**config.mk**
```make
export PLATFORM = sky130hd
export DESIGN_NAME = prefetch_queue
export DESIGN_NICKNAME = d
export VERILOG_FILES = /design/src/rtl/prefetch_queue.sv
export SDC_FILE = /design/constraint.sdc
export NUM_CORES = 1
export LEC_CHECK = 0
export CELL_PAD_IN_SITES_DETAIL_PLACEMENT = 0
export CELL_PAD_IN_SITES_GLOBAL_PLACEMENT = 1
export CORE_ASPECT_RATIO = 0.6
export CORE_MARGIN = 2
export CORE_UTILIZATION = 46
export DETAILED_ROUTE_END_ITERATION = 6
export PLACE_DENSITY = 0.81
export SKIP_LAST_GASP = 1
export SYNTH_ARGS = -nofsm -noshare
export SYNTH_HDL_FRONTEND = slang
export SYNTH_SLANG_ARGS = --single-unit
```
**constraint.sdc**
```tcl
create_clock -name clk -period 3.8 [get_ports clk]
set_input_delay 0.76 -clock clk [delete_from_list [all_inputs] [get_ports clk]]
set_output_delay 0.76 -clock clk [all_outputs]
set_load 0.02 [all_outputs]
```
**src/rtl/prefetch_queue.sv**
```systemverilog
// prefetch_queue: assembles 16-bit instruction-stream words from serial RX
// beats and queues them for the decoder. It also serves the scheduler's
// imm16 requests through a rotating shift register.
// Optional feature macro: PREFETCH_FORWARD_EN. When it is defined, a word
// that completes into an empty queue while an imm16 request is waiting is
// written straight into the imm register and skips the queue.
module prefetch_queue #(
  parameter int REG_BITS = 8,
  parameter int NSHIFT   = 2,
  parameter int DEPTH    = 2
) (
  input  logic                    clk,
  input  logic                    reset,
  input  logic                    rx_data_valid,
  input  logic [NSHIFT-1:0]       rx_pins,
  input  logic                    read_in_flight,
  input  logic                    flush,
  output logic                    can_prefetch,
  output logic                    any_prefetched,
  output logic                    overflow,
  output logic [2*REG_BITS-1:0]   inst_word,
  output logic                    inst_word_valid,
  input  logic                    inst_word_take,
  input  logic                    load_imm16,
  output logic                    imm16_loaded,
  input  logic                    next_imm_data,
  output logic [NSHIFT-1:0]       imm_data_in,
  output logic [2*REG_BITS-1:0]   imm_full
);

  localparam int WORD  = 2 * REG_BITS;
  localparam int BEATS = WORD / NSHIFT;
  localparam int BW    = $clog2(BEATS);
  localparam int PW    = (DEPTH > 1) ? $clog2(DEPTH) : 1;
  localparam int CW    = $clog2(DEPTH + 1);

  logic [WORD-1:0]        queue_mem [DEPTH];
  logic [PW-1:0]          head;
  logic [PW-1:0]          tail;
  logic [CW-1:0]          count;
  logic [BW-1:0]          beat_cnt;
  logic [WORD-NSHIFT-1:0] asm_reg;
  logic                   discard;
  logic [WORD-1:0]        imm_reg;

  logic                   word_done;
  logic [WORD-1:0]        done_word;
  logic                   queue_empty;
  logic                   queue_full;
  logic                   take_pop;
  logic                   imm_pop;
  logic                   fwd;
  logic                   do_pop;
  logic                   push_req;
  logic                   do_push;
  logic                   drop_ovf;

  // Circular pointer advance, wrapping at DEPTH even when it is not a power of two.
  function automatic logic [PW-1:0] ptr_inc(input logic [PW-1:0] p);
    return (p == PW'(DEPTH - 1)) ? '0 : p + 1'b1;
  endfunction

  // Decode this cycle's push, pop and forward decisions. Flush overrides all of them.
  // Beats are shifted in from the top of asm_reg, so earlier beats end up in
  // the low bits. The final beat arrives directly on rx_pins and becomes the top slice.
  always_comb begin
    word_done   = rx_data_valid && (beat_cnt == BW'(BEATS - 1));
    done_word   = {rx_pins, asm_reg};
    queue_empty = (count == '0);
    queue_full  = (count == CW'(DEPTH));
    take_pop    = inst_word_take && !queue_empty;
    imm_pop     = load_imm16 && !imm16_loaded && !inst_word_take && !queue_empty;
`ifdef PREFETCH_FORWARD_EN
    fwd         = word_done && queue_empty && load_imm16 && !imm16_loaded && !discard && !flush;
`else
    fwd         = 1'b0;
`endif
    do_pop      = !flush && (take_pop || imm_pop);
    push_req    = !flush && word_done && !discard && !fwd;
    do_push     = push_req && (!queue_full || do_pop);
    drop_ovf    = push_req && queue_full && !do_pop;
  end

  // Downstream-facing outputs. These are combinational views of the state plus read_in_flight.
  always_comb begin
    inst_word       = queue_mem[head];
    inst_word_valid = !queue_empty;
    can_prefetch    = (32'(count) + 32'(read_in_flight)) < 32'(DEPTH);
    any_prefetched  = !queue_empty || (beat_cnt != '0);
    imm_data_in     = imm_reg[NSHIFT-1:0];
    imm_full        = imm_reg;
  end

  // Beat counter and assembly shift register. Flush deliberately leaves
  // these untouched, so an in-flight word still lines up correctly.
  always_ff @(posedge clk) begin
    if (reset) begin
      beat_cnt <= '0;
      asm_reg  <= '0;
    end else if (rx_data_valid) begin
      beat_cnt <= word_done ? '0 : beat_cnt + 1'b1;
      asm_reg  <= {rx_pins, asm_reg[WORD-NSHIFT-1:NSHIFT]};
    end
  end

  // The discard flag swallows the one word that was already under way when the PC changed.
  always_ff @(posedge clk) begin
    if (reset) begin
      discard <= 1'b0;
    end else if (flush) begin
      discard <= (beat_cnt != '0) || read_in_flight;
    end else if (word_done) begin
      discard <= 1'b0;
    end
  end

  // Queue bookkeeping. A simultaneous push and pop keeps the count unchanged, even when the queue is full.
  always_ff @(posedge clk) begin
    if (reset) begin
      head  <= '0;
      tail  <= '0;
      count <= '0;
    end else if (flush) begin
      head  <= '0;
      tail  <= '0;
      count <= '0;
    end else begin
      if (do_pop)  head <= ptr_inc(head);
      if (do_push) tail <= ptr_inc(tail);
      count <= count + CW'(do_push) - CW'(do_pop);
    end
  end

  // Word storage. Slots need no reset because count gates validity.
  always_ff @(posedge clk) begin
    if (do_push) queue_mem[tail] <= done_word;
  end

  // Sticky overflow: a word was lost because the queue had no room for it.
  always_ff @(posedge clk) begin
    if (reset) begin
      overflow <= 1'b0;
    end else if (drop_ovf) begin
      overflow <= 1'b1;
    end
  end

  // imm register: a load (from the queue head or forwarded) beats rotation. Flush leaves the register alone.
  always_ff @(posedge clk) begin
    if (reset) begin
      imm_reg      <= '0;
      imm16_loaded <= 1'b0;
    end else begin
      imm16_loaded <= (imm_pop && !flush) || fwd;
      if (imm_pop && !flush) begin
        imm_reg <= queue_mem[head];
      end else if (fwd) begin
        imm_reg <= done_word;
      end else if (next_imm_data) begin
        imm_reg <= {imm_reg[NSHIFT-1:0], imm_reg[WORD-1:NSHIFT]};
      end
    end
  end

endmodule

```
# Word level (Yosys, flattened, before mapping)
# Memories as Yosys holds them, arrays and structs flattened. A register that Yosys moved wholly into a read port is not among the register bits.
# Cells that the tools add are included.
# word_totals
ff_bits	40
latchBits	0
ramBits	32
mem_bits_ro	0
input_bits	10
output_inout_bits	39
wordCells	58
mem_count	1
# classes
n_addsub	6
multipliers	0
div	0
n_lt_le_gt_ge	1
n_eq_ne	2
shifts	0
muxes	11
n_bitwise	0
reduce_logical	28
# memory_table
memory	words	word_bits	read_ports	rd_ports_with_merged_regs	write_ports	line	rtl
queue_mem	2	16	1	1	1	37	logic [WORD-1:0] queue_mem [DEPTH];
# ops
operator	count
$mux 16	2
$logic_and 1x1->1	12
$mux 1	8
$logic_not 1->1	7
$logic_or 1x1->1	4
$reduce_bool 2->1	2
$add 2x1->3	1
$add 3x1->3 const B	1
$eq 3x3->1 const B	1
$lt 3x2->1 const B	1
$mux 3	1
$reduce_bool 3->1	1
$add 1x1->1 const B	2
$add 2x1->2	1
$eq 2x2->1 const B	1
$logic_not 2->1	1
$reduce_or 2->1	1
$sub 2x1->2	1

# Longest topological paths before layout
# Gate-level depths: netlist of run 1.
# logic_depth
ltp_word	10
depth_mapped	10
mapped_depth_nobuf	10

# Least setup slack after synthesis of run 1
# Ideal clock, no wire load.
# synth_timing
path_kind	input port to flip-flop
start	in flush
end	mem queue_mem[0][0] (netlist bit) (enable)
setup_time_ns	0.388
arrival_ns	2.199
required_ns	3.412
slack_ns	1.213
stages	4
path_cell_list	buf_2 > nor4bb_1 > o41ai_2 > nor2_1
# synth_via
elab_chain_len	6
elab_cells_between_ends	8
# synth_rtl
item	line	rtl
start: declaration	17	input logic flush,
$logic_not 1->1 *	78, 79	
$logic_and 1x1->1 (on tied branches)	79, 78	
$logic_and 1x1->1 or $logic_or 1x1->1 (tied branches)	79, 80	
$logic_and 1x1->1 *	80	do_push = push_req && (!queue_full || do_pop);
$mux 1 *	136	if (do_push) queue_mem[tail] <= done_word;
$mux 1 (implied by the code) *	136	
end: declaration	37	
# Every way passes the cells marked *; elsewhere a longest branch is shown, timed or not.

==> flow_summary.toml, run 1 <==
[synthesis]
yosys_most_used_dff = "dfxtp_1"
synth_seq_cells = 73
synthesis.nets = 247
synthArstFlopShare_pct = 0
synth_edf_count = 32
synth_top_cell_by_area = "edfxtp_1"
synth_area_leaders = "edfxtp_1, dfxtp_1, mux2i_1"
synth_area_um2 = 3010
ys_types = 29
yosys_warnings = 0
ys_seq_area_share_pct = 59.2
syn_inst = 232
yosysTopAreaCellShare_pct = 31.9
synth.avg_cell_area_um2 = 13.0

[die]
core_um2 = 6220
dieArea_um2 = 7230
die_width_um = 108
initial_core_util_pct = 48.4
rows = 22
dieHeight_um = 66.7
pin_count = 49

[sta]
slew_violations = 0
max_freq_ghz = 0.341
finalHoldViolCount = 0
relSlewSlack_pct = 35.5
layout_min_cycle_time_ns = 2.94
skew_ns = 0.00681
setup_viol = 0
rsz0062_at_grt = "false"
worstMarginPinSlew_ns = 0.967
fin_crit_sh_pct = 77.3
setup-tns-final_ns = 0
setup_slack_ns = 0.863

[routing]
ant_nets = 0
detail_route.first_pass.iterations = 4
drt_wl_total_um = 5870
dr_total_vias = 1795
drc = 0
wl_per_cell_um = 16.0
initialDrtViolationCount = 96
drt-vias-per-instance = 4.90

[run_status]
outcome = "finished clean"

[grt]
grt_start_max_net_pins = 42
antenna_found_initial = 0
grt_pass1_vias = 1753
grtUsageTotal_pct = 18.1
grt_overflow = 0
grt_pass1_wl_um = 9360

[worst_hold_path]
hold_path_class = "reg -> reg"

[placement]
place.gp.congestion = 0.786
port_buffers = 48
pre_cts_slack_ns = 0.551
dp.cells = 350
hpwl_um = 3980

[final_layout]
nNetsFinal = 292
layout_common_cells = "clkdlybuf4s50_1, dfxtp_1, nor2_1"
area_delta_synth_final_pct = 22.6
multi_input_area_um2 = 1090
largest_reg_flops = 32
nFillCells = 549
layout_commonest_cell = "clkdlybuf4s50_1"
drive_above_1_share_pct = 19.1
diodes = 0
final_cell_count_no_fill = 366
area.sequential_um2 = 1780

[cts]
cts.clk_slew.worst_paths_ns = 0.08
cts_resized = 0
post_cts_buffers = 0
cts_hold_buf = 0
numCtsBuffers = 9
cts-htree-levels = 3
clockRootBuffer = "clkbuf_8"
cts_tree = "yes"
cts_sinks = 73
clock_path_buffers = 2
worst_skew_pair.late_latency_ns = 0.34

[setup_path]
path_cells = "mux2_2, clkdlybuf4s50_1"
start_kind = "register"
required_ns = 3.04
setup.worst_path.end_class = "primary output"
criticalPathCategory = "reg -> out"
slowest_delay_ns = 0.81
crit_slowest_cell = "dfxtp_1"
path_max_fanout = 16
r2r_slack_ns = 1.16
worstPathArrival_ns = 2.18

[job]
maxCapViolCount = 0

[power_and_ir_drop]
p_seq_share_pct = 59.0
swShare_pct = 22.6
p_comb_share_pct = 4.1
ir_drop_mv = 0.297
p_sw_uw = 316
clkPwrFrac_pct = 36.9
p_leak_nw = 1.36
p_per_area_nw_per_um2 = 378
p_int_mw = 1.08
## worst paths after layout
check / start / endpoint / cells after the start
worst max-delay path: register / inst_word[4] / 2
worst min-delay path: asm_reg[1]$_SDFFE_PP0P_ / queue_mem[1][1]$_DFFE_PP_ / 0
worst max register to register: beat_cnt[0]$_SDFFE_PP0P_ / count[1]$_SDFF_PP0_ / 10
worst min register to register: asm_reg[1]$_SDFFE_PP0P_ / queue_mem[1][1]$_DFFE_PP_ / 0
## worst max-delay path: cells and delay by family (launching register included)
| family | cells | cell delay [ns] |
|---|---|---|
| multiplexers | 1 | 0.46 |
| flip-flops | 1 | 0.81 |
| buffers and inverters | 1 | 0.55 |
## cells by family (layout without fill, tap and decap cells)
group	count (synthesis)	count (layout)	synth area share [%]
flip-flops	73	73	59.2
AO/OA/AOI/OAI	22	22	8.27
adder cells (fa/ha/maj)	5	5	2.08
multiplexers	48	48	16.6
buffers and inverters	27	77	4.53
AND/OR/NAND/NOR	53	53	8.15
XOR/XNOR	4	4	1.16
## cell type report
cell class / instances / area share (%)
Timing Repair Buffer: 52 / 13.7
Inverter: 9 / 0.916
Tap cell: 84 / 2.85
Sequential cell: 73 / 48.3
Multi-Input combinational cell: 132 / 29.6
Clock buffer: 9 / 3.36
Clock inverter: 7 / 1.29
## layer usage
metal / GRT usage [%] / vias to the layer above / wire (um)
met5: 0 / - / 0
met4: 4.81 / 0 / 66
met3: 6.75 / 8 / 235
met2: 24.3 / 31 / 2380
met1: 26.8 / 844 / 3190
li1: - / 912 / -
## cell usage after synthesis, types with 3 or more instances
| cell | count |
|---|---|
| nor2_1 | 39 |
| inv_1 | 9 |
| buf_2 | 7 |
| ha_1 | 5 |
| edfxtp_1 | 32 |
| a21oi_1 | 3 |
| a211oi_2 | 16 |
| mux2_2 | 16 |
| dfxtp_1 | 41 |
| clkbuf_1 | 4 |
| nor3_1 | 4 |
| buf_4 | 3 |
| mux2i_1 | 32 |
| xnor2_1 | 3 |
## through the flow
stage	power, mW	util (%)	hold WS, ns	area [um2]
detailed placement	0.898	56.6	0.442	3520
global placement	0.898	56.6	0.436	3520
floorplan	0.878	-	0.425	3010
CTS	1.41	59.3	0.461	3690
finish	1.40	59.3	0.462	3690
global route	1.45	59.3	0.478	3690
## power groups by stage
stage                     clock network (mW)  registers [mW]  logic [mW]
final                                  0.515           0.824      0.0568
after global routing                   0.568           0.825      0.0623
after CTS                              0.534           0.824      0.0566
after detailed placement                   0           0.842      0.0564
after global placement                     0           0.842      0.0561
after floorplan                            0           0.840      0.0381
Note: power is estimated with default switching activity, not from simulation.
==> run 2: changes to the inputs <==
--- a/config.mk
+++ b/config.mk
@@ -9,9 +9,9 @@
 export CELL_PAD_IN_SITES_GLOBAL_PLACEMENT = 1
 export CORE_ASPECT_RATIO = 0.6
 export CORE_MARGIN = 2
-export CORE_UTILIZATION = 46
+export CORE_UTILIZATION = 43
 export DETAILED_ROUTE_END_ITERATION = 6
-export PLACE_DENSITY = 0.81
+export PLACE_DENSITY = 0.76
 export SKIP_LAST_GASP = 1
 export SYNTH_ARGS = -nofsm -noshare
 export SYNTH_HDL_FRONTEND = slang
==> constraint.sdc (replaced) <==
create_clock -name clk -period 3.08 [get_ports clk]
set_input_delay 0.616 -clock clk [delete_from_list [all_inputs] [get_ports clk]]
set_output_delay 0.616 -clock clk [all_outputs]
set_load 0.02 [all_outputs]
==> flow_summary.toml, run 2 (synthesis results as in run 1) <==
[sta]
relSlewSlack_pct = 35.7
slew_violations = 0
setup_viol = 0
max_freq_ghz = 0.371
finalHoldViolCount = 0
skew_ns = 0.00427
layout_min_cycle_time_ns = 2.70
rsz0062_at_grt = "false"
hold-worst-slack_ns = 0.452
setup-tns-final_ns = 0
worstMarginPinSlew_ns = 0.965
fin_crit_sh_pct = 87.5

[final_layout]
nNetsFinal = 295
layout_commonest_cell = "clkdlybuf4s50_1"
layout_common_cells = "clkdlybuf4s50_1, dfxtp_1, nor2_1"
drive_above_1_share_pct = 20.0
diodes = 0
nFillCells = 572
largest_reg_flops = 32
area_delta_synth_final_pct = 28.1

[power_and_ir_drop]
ir_drop_mv = 0.332
p_leak_nw = 1.44
p_per_area_nw_per_um2 = 559

[cts]
worst_skew_pair.late_latency_ns = 0.32
cts_tree = "yes"
cts_sinks = 73
cts.clk_slew.worst_paths_ns = 0.05
clockRootBuffer = "clkbuf_16"
cts_resized = 0
clock_path_buffers = 2
cts-htree-levels = 3
cts_hold_buf = 0
post_cts_buffers = 0
numCtsBuffers = 9

[worst_hold_path]
hold_path_class = "reg -> reg"

[setup_path]
path_cells = "ha_1, ha_1, nor4bb_1, o41ai_2, ha_1, inv_1, ha_1, xnor2_1, xnor2_1, nor3_1"
worstPathArrival_ns = 2.86
path_max_fanout = 4
setup.worst_path.end_class = "register"
slowest_delay_ns = 0.62
start_kind = "register"
required_ns = 3.25
crit_path_frequent_cell = "ha_1"
crit_slowest_cell = "nor4bb_1"
criticalPathCategory = "reg -> reg"

[run_status]
outcome = "finished clean"

[placement]
place.gp.congestion = 0.777
port_buffers = 48
hpwl_um = 4010

[routing]
initialDrtViolationCount = 83
drt-vias-per-instance = 5.04
ant_nets = 0
dr_total_vias = 1874
drt_wl_total_um = 5960
detail_route.first_pass.iterations = 4
wl_per_cell_um = 16.0
drc = 0

[die]
core_um2 = 6730
initial_core_util_pct = 44.7
dieHeight_um = 68.8
rows = 23
dieArea_um2 = 7710
die_width_um = 112
pin_count = 49

[grt]
grt_overflow = 0
antenna_found_initial = 0
grt_pass1_vias = 1739
grt_pass1_wl_um = 9350
grtUsageTotal_pct = 16.8
grt_start_max_net_pins = 42

[job]
maxCapViolCount = 0
==> run 2: final timing paths <==
kind,from,slack (ns),cells after the start,to
worst min register to register,asm_reg[1]$_SDFFE_PP0P_,0.45,0,queue_mem[1][1]$_DFFE_PP_
worst max register to register,beat_cnt[0]$_SDFFE_PP0P_,0.38,10,count[1]$_SDFF_PP0_
worst min-delay path,asm_reg[1]$_SDFFE_PP0P_,0.45,0,queue_mem[1][1]$_DFFE_PP_
worst max-delay path,beat_cnt[0]$_SDFFE_PP0P_,0.38,10,count[1]$_SDFF_PP0_
==> run 2: per-layer routing <==
layer | share of wire [%] | vias up | wire, um | track usage [%]
met5 | 0 | - | 0 | 0
met4 | 0.67 | 0 | 40 | 7.32
met3 | 4.0 | 4 | 238 | 5.68
met2 | 42 | 30 | 2500 | 25.0
met1 | 53 | 919 | 3180 | 22.7
li1 | - | 921 | - | -
==> run 2: cell type report <==
| class | count | area, um2 | share of cell area (%) |
|---|---|---|---|
| clock buffers | 10 | 229 | 5.94 |
| clock inverters | 6 | 82.6 | 2.14 |
| inverters | 9 | 33.8 | 0.876 |
| multi-input cells | 132 | 1090 | 28.3 |
| flip-flops and latches | 73 | 1780 | 46.2 |
| well taps | 87 | 109 | 2.82 |
| repair buffers | 55 | 528 | 13.7 |
==> run 2: critical path: cells and delay by family (launching register included) <==
kind,cells,cell delay [ns]
AOI/OAI and AO/OA,1,0.26
xor gates and xnor gates,2,0.29
adders and majority gates,4,0.90
buffers and inverters,1,0.04
DFF,1,0.37
and+or+nand+nor,2,0.68
==> run 2: power by group <==
part,switching [mW],leakage [nW],internal (mW)
combinational,0.0388,0.673,0.0322
sequential,0.00611,0.616,1.01
clock,0.362,0.152,0.704
==> run 2: metrics by stage <==
step	utilization (%)	worst slack, ns	instance area (um2)	power (mW)	cells
after floorplan	-	0.637	3010	1.08	232
after global placement	52.6	0.333	3540	1.11	356
after detailed placement	52.6	0.183	3540	1.11	356
after CTS	57.3	0.481	3860	2.18	372
after global routing	57.3	0.286	3860	2.23	372
final	57.3	0.385	3860	2.16	372
==> run 3: changes to the inputs <==
--- a/config.mk
+++ b/config.mk
@@ -9,9 +9,9 @@
 export CELL_PAD_IN_SITES_GLOBAL_PLACEMENT = 1
 export CORE_ASPECT_RATIO = 0.6
 export CORE_MARGIN = 2
-export CORE_UTILIZATION = 43
+export CORE_UTILIZATION = 40
 export DETAILED_ROUTE_END_ITERATION = 6
-export PLACE_DENSITY = 0.76
+export PLACE_DENSITY = 0.72
 export SKIP_LAST_GASP = 1
 export SYNTH_ARGS = -nofsm -noshare
 export SYNTH_HDL_FRONTEND = slang
==> flow_summary.toml, run 3 (synthesis results as in run 1) <==
[grt]
grt_pass1_wl_um = 9000
antenna_found_initial = 0
grt_start_max_net_pins = 42
grt_overflow = 0
grtUsageTotal_pct = 15.0
grt_pass1_vias = 1657

[cts]
post_cts_buffers = 0
clockRootBuffer = "clkbuf_16"
cts.clk_slew.worst_paths_ns = 0.06
cts_resized = 0
clock_path_buffers = 2
worst_skew_pair.late_latency_ns = 0.33
numCtsBuffers = 9
cts_tree = "yes"
cts-htree-levels = 3
cts_hold_buf = 0
cts_sinks = 73

[power_and_ir_drop]
power_mw = 2.20
ir_drop_mv = 0.254
p_per_area_nw_per_um2 = 566
p_leak_nw = 1.44

[routing]
wl_per_cell_um = 15.0
drt_wl_total_um = 5820
ant_nets = 0
drc = 0
detail_route.first_pass.iterations = 4
drt-vias-per-instance = 4.65
initialDrtViolationCount = 80
dr_total_vias = 1808

[placement]
place.gp.congestion = 0.804
port_buffers = 48
pre_cts_slack_ns = 0.342
hpwl_um = 3870
dp.cells = 373

[final_layout]
utilization_pct = 53.6
area.sequential_um2 = 1780
diodes = 0
nNetsFinal = 295
final_cell_count_no_fill = 389
layout_common_cells = "clkdlybuf4s50_1, dfxtp_1, nor2_1"
largest_reg_flops = 32
layout_commonest_cell = "clkdlybuf4s50_1"
multi_input_area_um2 = 1090
drive_above_1_share_pct = 20.4
nFillCells = 655
area_delta_synth_final_pct = 29.3

[setup_path]
start_kind = "register"
path_max_fanout = 16
criticalPathCategory = "reg -> out"
required_ns = 2.46
worstPathArrival_ns = 1.87
r2r_slack_ns = 0.63
setup.worst_path.end_class = "primary output"

[sta]
relSlewSlack_pct = 36.5
finalHoldViolCount = 0
setup_viol = 0
rsz0062_at_grt = "false"
setup_slack_ns = 0.596
fin_crit_sh_pct = 80.6
worstMarginPinSlew_ns = 0.952
skew_ns = 0.00789
layout_min_cycle_time_ns = 2.48
slew_violations = 0
setup-tns-final_ns = 0
max_freq_ghz = 0.403

[die]
core_um2 = 7270
dieArea_um2 = 8260
die_width_um = 116
dieHeight_um = 71.2
pin_count = 49
initial_core_util_pct = 41.4
rows = 24

[worst_hold_path]
hold_path_class = "reg -> reg"

[run_status]
outcome = "finished clean"

[job]
maxCapViolCount = 0
==> run 3: power breakdown <==
| group | internal [mW] | switching [mW] | leakage, nW |
|---|---|---|---|
| combinational | 0.0322 | 0.0385 | 0.673 |
| sequential | 1.01 | 0.00595 | 0.616 |
| clock | 0.715 | 0.401 | 0.153 |
| total | 1.76 | 0.445 | 1.44 |
==> run 3: area by class of cell <==
cell class	instances	area share, %
sequential	73	45.8
multi-input combinational	132	28.1
timing repair buffer	55	13.6
clock buffer	9	5.79
tap	104	3.34
clock inverter	7	2.60
inverter	9	0.868
==> run 3: through the flow <==
stage                     hold WS [ns]  area [um2]
after detailed placement         0.445        3570
after floorplan                  0.425        3010
after global routing             0.477        3890
after global placement           0.438        3570
final                            0.458        3890
after CTS                        0.459        3890
==> run 3: worst paths after layout <==
kind,cells past startpoint,startpoint,to
worst max-delay path,3,register,inst_word[4]
worst min-delay path,0,asm_reg[1]$_SDFFE_PP0P_,queue_mem[1][1]$_DFFE_PP_
worst max register to register,10,beat_cnt[0]$_SDFFE_PP0P_,count[1]$_SDFF_PP0_
worst min register to register,0,asm_reg[1]$_SDFFE_PP0P_,queue_mem[1][1]$_DFFE_PP_
==> run 3: critical path, stage by stage (launching register included) <==
cell and delay (ns):
dfxtp_1 0.32, buf_4 0.24, mux2_2 0.42, clkdlybuf4s50_1 0.56
==> run 3: metal layers <==
layer	global-route usage, %	wire (um)	vias to the layer above	part of all wire (%)
met5	0	0	-	0
met4	4.76	68	0	1.2
met3	4.46	251	7	4.3
met2	20.8	2400	32	41
met1	22.5	3110	851	53
li1	-	-	918	-
==> patch: new RTL, settings of run 2 <==
Add a define of `PREFETCH_FORWARD_EN`.
--- a/src/rtl/prefetch_queue.sv
+++ b/src/rtl/prefetch_queue.sv
@@ -6,2 +6,4 @@
 // written straight into the imm register and skips the queue.
+`define PREFETCH_FORWARD_EN
+
 module prefetch_queue #(
Formal check against the unedited RTL: not equivalent (Yosys sat finds a counterexample within 10 cycles, from zero or initial values and one cycle with reset high).
==> patch against run 2 <==
- via count increased by 29%
- cell area is 9.7% higher
- worst setup slack improved by 0.20 ns
- wire length rose by 37%
- core utilization up 0.73 points
- combinational power rose by 31%
- synthesized area grew 8.4%
- power grew 2.1%
- clock skew rose by 0.0041 ns
- maximum frequency up 7.9%
- sequential cell count unchanged
==> patch: results (changes against run 2) <==
.. list-table::
   :header-rows: 1

   * - Metric
     - Value
   * - Area fraction in compound gates after synthesis
     - 10.3% (+2.0 points)
   * - Critical path arrival
     - 2.77 ns (-0.09 ns)
   * - Number of fillers in the final layout
     - 654 (+14%)
   * - Final cell count without fillers
     - 447 (+20%)
   * - Delay of the slowest cell on the worst path
     - 0.39 ns (-0.23 ns)
   * - Worst-path cell with the longest stage delay
     - a31oi_4
   * - Leakage component of the power
     - 1.59 nW (+11%)
   * - Drt total wl
     - 8140 um (+37%)
   * - Maximum vdd ir drop
     - 0.388 mV (+17%)
   * - Xor/xnor share of the synthesized area
     - 0.805% (-0.36 points)
   * - Worst-case setup slack after placement
     - 0.235 ns (+0.0518 ns)
   * - Share of cell area taken by multi-input logic gates
     - 32.1% (+3.8 points)
   * - Multi-input combinational gate total
     - 179 (+36%)
   * - DP Wirelength
     - 5590 um (+40%)
   * - Global-route track usage on met3
     - 6.68% (+1.0 points)
   * - Skew final
     - 0.00835 ns (+0.00408 ns)
   * - Multiplexer share of the synthesized area
     - 10.4% (-6.2 points)
   * - Number of standard cells after synthesis
     - 282 (+22%)
   * - Adder-cell share of the synthesized area
     - 1.92% (-0.16 points)
   * - Layout cells sized above 1
     - 16.0% (-4.0 points)
   * - Signal buffers
     - 66 (+20%)
   * - Worst slew margin
     - 51.3% (+16 points)
   * - Placed standard-cell area
     - 3920 um2 (+11%)
   * - Wire length of the first global-routing pass
     - 12700 um (+36%)
   * - Aggregate global-route resource usage
     - 21.2% (+4.4 points)
   * - Net Count, Synth
     - 297 (+20%)
   * - Switching fraction of total power
     - 20.2% (+1.3 points)
   * - Share of final layout cell area taken by non-clock buffers
     - 14.5% (+0.86 points)
   * - DP Cell Count
     - 431 (+21%)
   * - GPL Wtd Cong
     - 0.838 (+7.8%)
   * - Distinct cell type count after synthesis
     - 42 (+45%)
   * - Area delta synth->final
     - 29.6%
   * - Largest net degree at the start of global routing
     - 21 (-50%)
   * - Largest cells by area after synthesis
     - edfxtp_1, dfxtp_1, mux2_2
   * - Met1 Resource Use GR
     - 31.7% (+9.0 points)
   * - Number of nets at the end of the flow
     - 353 (+20%)
   * - Outcome
     - finished, final reports clean
   * - Total via count in the routed design
     - 2426 (+29%)
   * - Worst Path Max Fanout
     - 20 (+16)
   * - Router iterations before antenna repair
     - 5 (+1)
   * - Via count of the first global-routing pass
     - 2301 (+32%)
patch: cell count changes after synthesis, sizes merged, moves of 2 or more:
cell,delta
o21ai,+17
nand3,+34
clkbuf,+8
nand2b,+7
a211oi,-15
nor2,-16
or2b,+10
a32o,+16
nor4b,+2
a31oi,+2
buf,-5
mux2i,-16
patch: power groups by stage:
stage	logic, W	registers (W)	clock network, W
floorplan	0.0000524	0.00104	0
global placement	0.0000909	0.00104	0
detailed placement	0.0000915	0.00104	0
CTS	0.0000922	0.00102	0.00110
global route	0.0000996	0.00102	0.00114
finish	0.0000928	0.00102	0.00109
patch: worst paths after layout:
kind | startpoint | endpoint | slack [ns] | depth (start not counted)
worst min register to register | imm_full[7]$_SDFFE_PP0P_ | imm_full[7]$_SDFFE_PP0P_ | 0.49 | 1
worst max register to register | beat_cnt[0]$_SDFFE_PP0P_ | imm_full[4]$_SDFFE_PP0P_ | 0.58 | 8
worst min-delay path | imm_full[7]$_SDFFE_PP0P_ | imm_full[7]$_SDFFE_PP0P_ | 0.49 | 1
worst max-delay path | beat_cnt[0]$_SDFFE_PP0P_ | imm_full[4]$_SDFFE_PP0P_ | 0.58 | 8
patch: routing by layer:
layer  wire [um]  share of wire (%)  vias to the layer above
met5           0                  0                        -
met4          72               0.88                        0
met3         472                5.8                        6
met2        3360                 41                       97
met1        4230                 52                     1167
li1            -                  -                     1156
patch: critical path: cells and delay by family, from the launching register on:
| family | cells | cell delay, ns |
|---|---|---|
| adders and majority gates | 2 | 0.44 |
| DFF | 1 | 0.37 |
| buffers and inverters | 2 | 0.53 |
| and+or+nand+nor | 2 | 0.53 |
| AOI/OAI and AO/OA | 2 | 0.56 |
